**src/rtl/instr_fetch.sv**
```systemverilog
// instr_fetch: single-stage fetch that hands one instruction per cycle to decode over valid/ready.
// Define FETCH_HALT_EN to make EBREAK stop fetching until the next redirect.
module instr_fetch #(
    parameter logic [31:0] RESET_PC = 32'h0000_0000
) (
    input  logic        clk,
    input  logic        rst_n,
    output logic [31:0] Dir,
    input  logic [31:0] Inst,
    input  logic        redir_en,
    input  logic [31:0] redir_pc,
    input  logic        ready_in,
    output logic        valid_out,
    output logic [31:0] inst_out,
    output logic [31:0] pc_out,
    output logic        halted,
    output logic [31:0] fetch_count
);
    typedef enum logic [1:0] {BOOT, RUN, HALT} state_t;
`ifdef FETCH_HALT_EN
    localparam logic HALT_EN = 1'b1;
`else
    localparam logic HALT_EN = 1'b0;
`endif
    state_t      state;
    logic [31:0] pc;
    logic        halt_q;
    logic        is_brk;
    logic        load;
    assign Dir    = {2'b00, pc[31:2]};
    assign is_brk = HALT_EN && (Inst == 32'h0010_0073);
    assign load   = (state == RUN) && (!valid_out || ready_in);
    assign halted = HALT_EN & halt_q;
    always_ff @(posedge clk) begin
        if (!rst_n) begin
            state       <= BOOT;
            pc          <= RESET_PC;
            valid_out   <= 1'b0;
            inst_out    <= 32'h0;
            pc_out      <= 32'h0;
            fetch_count <= 32'h0;
            halt_q      <= 1'b0;
        end else begin
            if (valid_out && ready_in) fetch_count <= fetch_count + 32'd1;
            if (redir_en) begin
                state     <= RUN;
                pc        <= {redir_pc[31:2], 2'b00};
                valid_out <= 1'b0;
                halt_q    <= 1'b0;
            end else if (load) begin
                inst_out  <= Inst;
                pc_out    <= pc;
                valid_out <= 1'b1;
                pc        <= is_brk ? pc : pc + 32'd4;
                if (is_brk) begin
                    halt_q <= 1'b1;
                    state  <= HALT;
                end
            end else if (state == BOOT) begin
                state <= RUN;
            end else if (state == HALT && ready_in) begin
                // the EBREAK itself still completes its handshake before fetch goes quiet
                valid_out <= 1'b0;
            end
        end
    end
endmodule

```
**config.mk**
```make
export PLATFORM = sky130hd
export DESIGN_NAME = instr_fetch
export DESIGN_NICKNAME = d
export VERILOG_FILES = /design/src/rtl/instr_fetch.sv
export SDC_FILE = /design/constraint.sdc
export NUM_CORES = 1
export LEC_CHECK = 0
export ABC_AREA = 1
export ABC_CLOCK_PERIOD_IN_PS = 2000
export CAP_MARGIN = 20
export CORE_ASPECT_RATIO = 1.4
export CORE_MARGIN = 3
export CORE_UTILIZATION = 46
export DETAILED_ROUTE_END_ITERATION = 16
export GPL_TIMING_DRIVEN = 0
export PLACE_DENSITY = 0.9
export SETUP_SLACK_MARGIN = 0.2
export SLEW_MARGIN = 0
export SYNTH_ARGS = -nofsm -noshare
export SYNTH_HDL_FRONTEND = slang
export SYNTH_SLANG_ARGS = --single-unit
```
**constraint.sdc**
```tcl
create_clock -name clk -period 2 [get_ports clk]
set_input_delay 0.4 -clock clk [delete_from_list [all_inputs] [get_ports clk]]
set_output_delay 0.4 -clock clk [all_outputs]
set_load 0.01 [all_outputs]
```
==> metrics <==
Total Routed Length=19.72 mm; pwr/cell area=764.3 nW/um^2; post-route antenna net violation count=0; mean routed wirelength per cell=15.47 microns; Final GP Congestion=0.9191; antenna violations before repair=0; Sinks on Clock Net=126; layout cells sized above 1=0.1129; critical-path cell list=clkdlybuf4s50_1; worst reg2reg path startpoint=fetch_count[0]$_SDFFE_PN0P_; number of nets at the end of the flow=1182; CTS buffer count=17; unrepaired setup endpoints after global routing=yes; max frequency=0.5631 GHz; hold-critical path endpoint=fetch_count[8]$_SDFFE_PN0P_; number of fill cells=1010; Setup CP Type=reg -> out; CTS tree=built; classification of the worst-slack hold path=reg -> reg; DR pass1 iterations=7; total half-perimeter wirelength after legalization and detailed placement=14.63 mm; Maximum Capacitance Violations=0; combinational family with the most area after synthesis=simple AND/OR/NAND/NOR gates; status=completed; Core Box Area=12550 sq um; worst reg2reg setup slack=290 ps; Vias per Instance=5.323; internal power consumption=5.100 mW; total global routing track utilization=0.2748; cell taking the most area after synthesis=dfxtp_1; Hold Path Origin=fetch_count[8]$_SDFFE_PN0P_; highest-delay cell along the critical path=clkdlybuf4s50_1; source-to-sink clock delay at the later pin of the worst-skew pair=420 ps; final hold vios=0; Clock Path Buffers=2; clock-pin slew on the worst setup and hold paths=60 ps; power share of the sequential group=0.404; Switching Fraction=0.2499; Finished Core Util=0.7087; slew of the pin with the lowest slew margin=634.8 ps; Critical Path Sink Type=output port; FF/Latch Area=2564 sq um; number of non-filler instances in the completed layout=1275; num ports=198; shortest period the worst path allows=1776 ps; worst path buffer plus inverter count=1; maximum level of the CTS H-tree=4; Switch Pwr=1.699 mW; Placed Cells incl. Taps=1236; largest net degree at the start of global routing=17; number of warnings reported in the yosys synthesis log=0; final worst clock skew=9.327 ps; Hold Path Stages=2; layout-stage area growth over the synthesis result=48.16%; Max Transition Viols Final=0; slowest cell delay on critical path=560 ps; combinational share of power=0.124; cell count after synthesis=893; Crit Path Max Fanout=7; number of global-route vias before repair=6567; CTS Root Buffer Type=clkbuf_16; # port buffers=189; arrival time of data at the critical path endpoint=1380 ps; proportion of synthesized chip area in sequential cells=0.4201; 1st-iter DRT viols=383; share of synthesized area spent on multiplexers=0; overall die width=102.6 microns; top cell type's share of synthesized area=0.4201; footprint of the multi-input gates=3024 sq um; area of the mapped netlist=6005 sq um; worst slew slack as a fraction of its limit=0.5768; nature of the critical path startpoint=flop; post-synthesis xor/xnor area fraction=0.008752; number of vias after detailed routing=6787; leakage=3.937 nW; die outline area=14480 sq um; Synth Area in Adders=0.004168; count of unique library cells instantiated by Yosys=44; number of cells on the worst reg-to-reg path=8; antenna diode instance count=0; number of endpoints failing setup at the final stage=0; ratio of final minimum period to clock period=0.8880; Req. time, crit path=1600 ps; Mapped Avg Cell Area=6.724 sq um; Worst R2R End=fetch_count[14]$_SDFFE_PN0P_; DRC=0; flops & latches, synth=126; largest cells by area after synthesis=dfxtp_1 (42%), nand2_1 (13%), nor2_1 (13%); simple-gate share of the synthesized area=0.3651; standard-cell rows=48; area fraction in compound gates after synthesis=0.1171; die height=141.2 microns; maximum vdd ir drop=512.4 uV; initial standard-cell utilization of the core=0.4784; GRT Residual Overflow=0; Crit path max-delay family=buffers and inverters; global-route wire length before repair=31.58 mm; proportion of power drawn by the clock network=0.472
## synth_stat cells, drive strengths merged
library cell  number
buf               20
o21bai             1
nor2             214
a31oi              9
inv               79
o211ai             3
a21boi             3
nand3b             6
nand2            206
nand4             14
a22oi              1
xor2               5
o21ai             81
a31o               1
nor3b              3
clkbuf            19
or2                2
dfxtp            126
nor3              12
a211oi             1
a41oi              2
and3               2
a21oi             28
xnor2              1
nand3             51
conb               1
ha                 2
## timing repair
| item | 4_1_cts | 5_1_grt |
|---|---|---|
| hold buffers | 0 | 0 |
| cloned | 0 | 1 |
| pin swaps | 4 | 8 |
| setup buffers | 3 | 3 |
| gates resized for setup | 43 | 34 |
| setup endpoints to repair | 75 | 102 |
| endpoints found under the hold margin | 0 | 0 |
## power groups by stage
stage / clock network, mW / registers, mW / logic [mW]
global route: 3.35 / 2.76 / 0.916
finish: 3.21 / 2.74 / 0.843
global placement: 0 / 2.78 / 0.825
floorplan: 0 / 2.83 / 0.299
detailed placement: 0 / 2.79 / 0.835
CTS: 3.24 / 2.74 / 0.842
## sequential cells by signal (all words and copies together), names as in the netlist
signal	cells
state	1
pc	30
inst_out	32
valid_out	1
fetch_count	32
pc_out	30
## how the worst max path moves through the flow
stage	start	end	slack, ps	cells past startpoint
floorplan	fetch_count[0]$_SDFFE_PN0P_	fetch_count[20]$_SDFFE_PN0P_	410	9
global placement	rst_n	pc[10]$_SDFFE_PN0P_	-440	5
detailed placement	rst_n	pc[10]$_SDFFE_PN0P_	-450	5
CTS	fetch_count[27]$_SDFFE_PN0P_	fetch_count[27]	200	1
global route	pc[12]$_SDFFE_PN0P_	pc[28]$_SDFFE_PN0P_	190	9
finish	pc[4]$_SDFFE_PN0P_	Dir[2]	220	1
## final cells by class
class,instances,area share
buffer,39,0.02461
clock buffer,19,0.05091
clock inverter,13,0.01842
inverter,79,0.03361
multi-input combinational,653,0.3399
sequential,126,0.2882
tap,150,0.02110
timing repair buffer,196,0.2232
## logic make-up (layout without fill, tap and decap cells)
group / Yosys count / after routing
AOI/OAI and AO/OA: 130 / 130
xor gates and xnor gates: 6 / 6
adders and majority gates: 2 / 2
buffers and inverters: 118 / 346
DFF: 126 / 126
other: 1 / 5
and+or+nand+nor: 510 / 510
## through the flow
step	total power, mW	area (sq um)	TNS, ps	setup slack [ps]	hold WS [ps]
4_1_cts	6.825	8785	0	202.3	487.9
3_3_place_gp	3.608	8099	-19110	-439.0	476.4
2_1_floorplan	3.126	6020	0	407.2	479.7
3_5_place_dp	3.621	8099	-20560	-452.7	491.2
6_report	6.799	8896	0	224.0	491.1
5_1_grt	7.027	8896	0	189.7	499.7
## cell usage in the layout (no fill, tap or decap), types with 3 or more instances in the layout
cell type,n
inv_1,73
dfxtp_2,27
dlygate4sd2_1,11
inv_2,5
buf_2,7
nor2_1,200
nand2_1,201
clkbuf_16,17
a21oi_1,27
buf_6,4
bufinv_16,3
nor2_2,6
nand3_1,49
clkbuf_2,4
xor2_1,5
nand2_4,3
dlymetal6s2s_1,18
dfxtp_1,97
clkdlybuf4s50_1,160
clkbuf_1,15
conb_1,5
nor3_1,10
a31oi_1,9
o211ai_1,3
nand3b_1,6
o21ai_0,79
buf_4,12
nand4_1,13
clkinvlp_4,5
nor2_4,8
## layer usage
layer / up-vias / routed length [microns] / GRT usage
li1: 3302 / - / -
met1: 3081 / 7170 / 0.3015
met3: 77 / 1329 / 0.05149
met2: 327 / 10420 / 0.4850
met4: 0 / 800 / 0.1513
met5: - / 0 / 0
No activity file was read; power rests on OpenSTA's default activity.
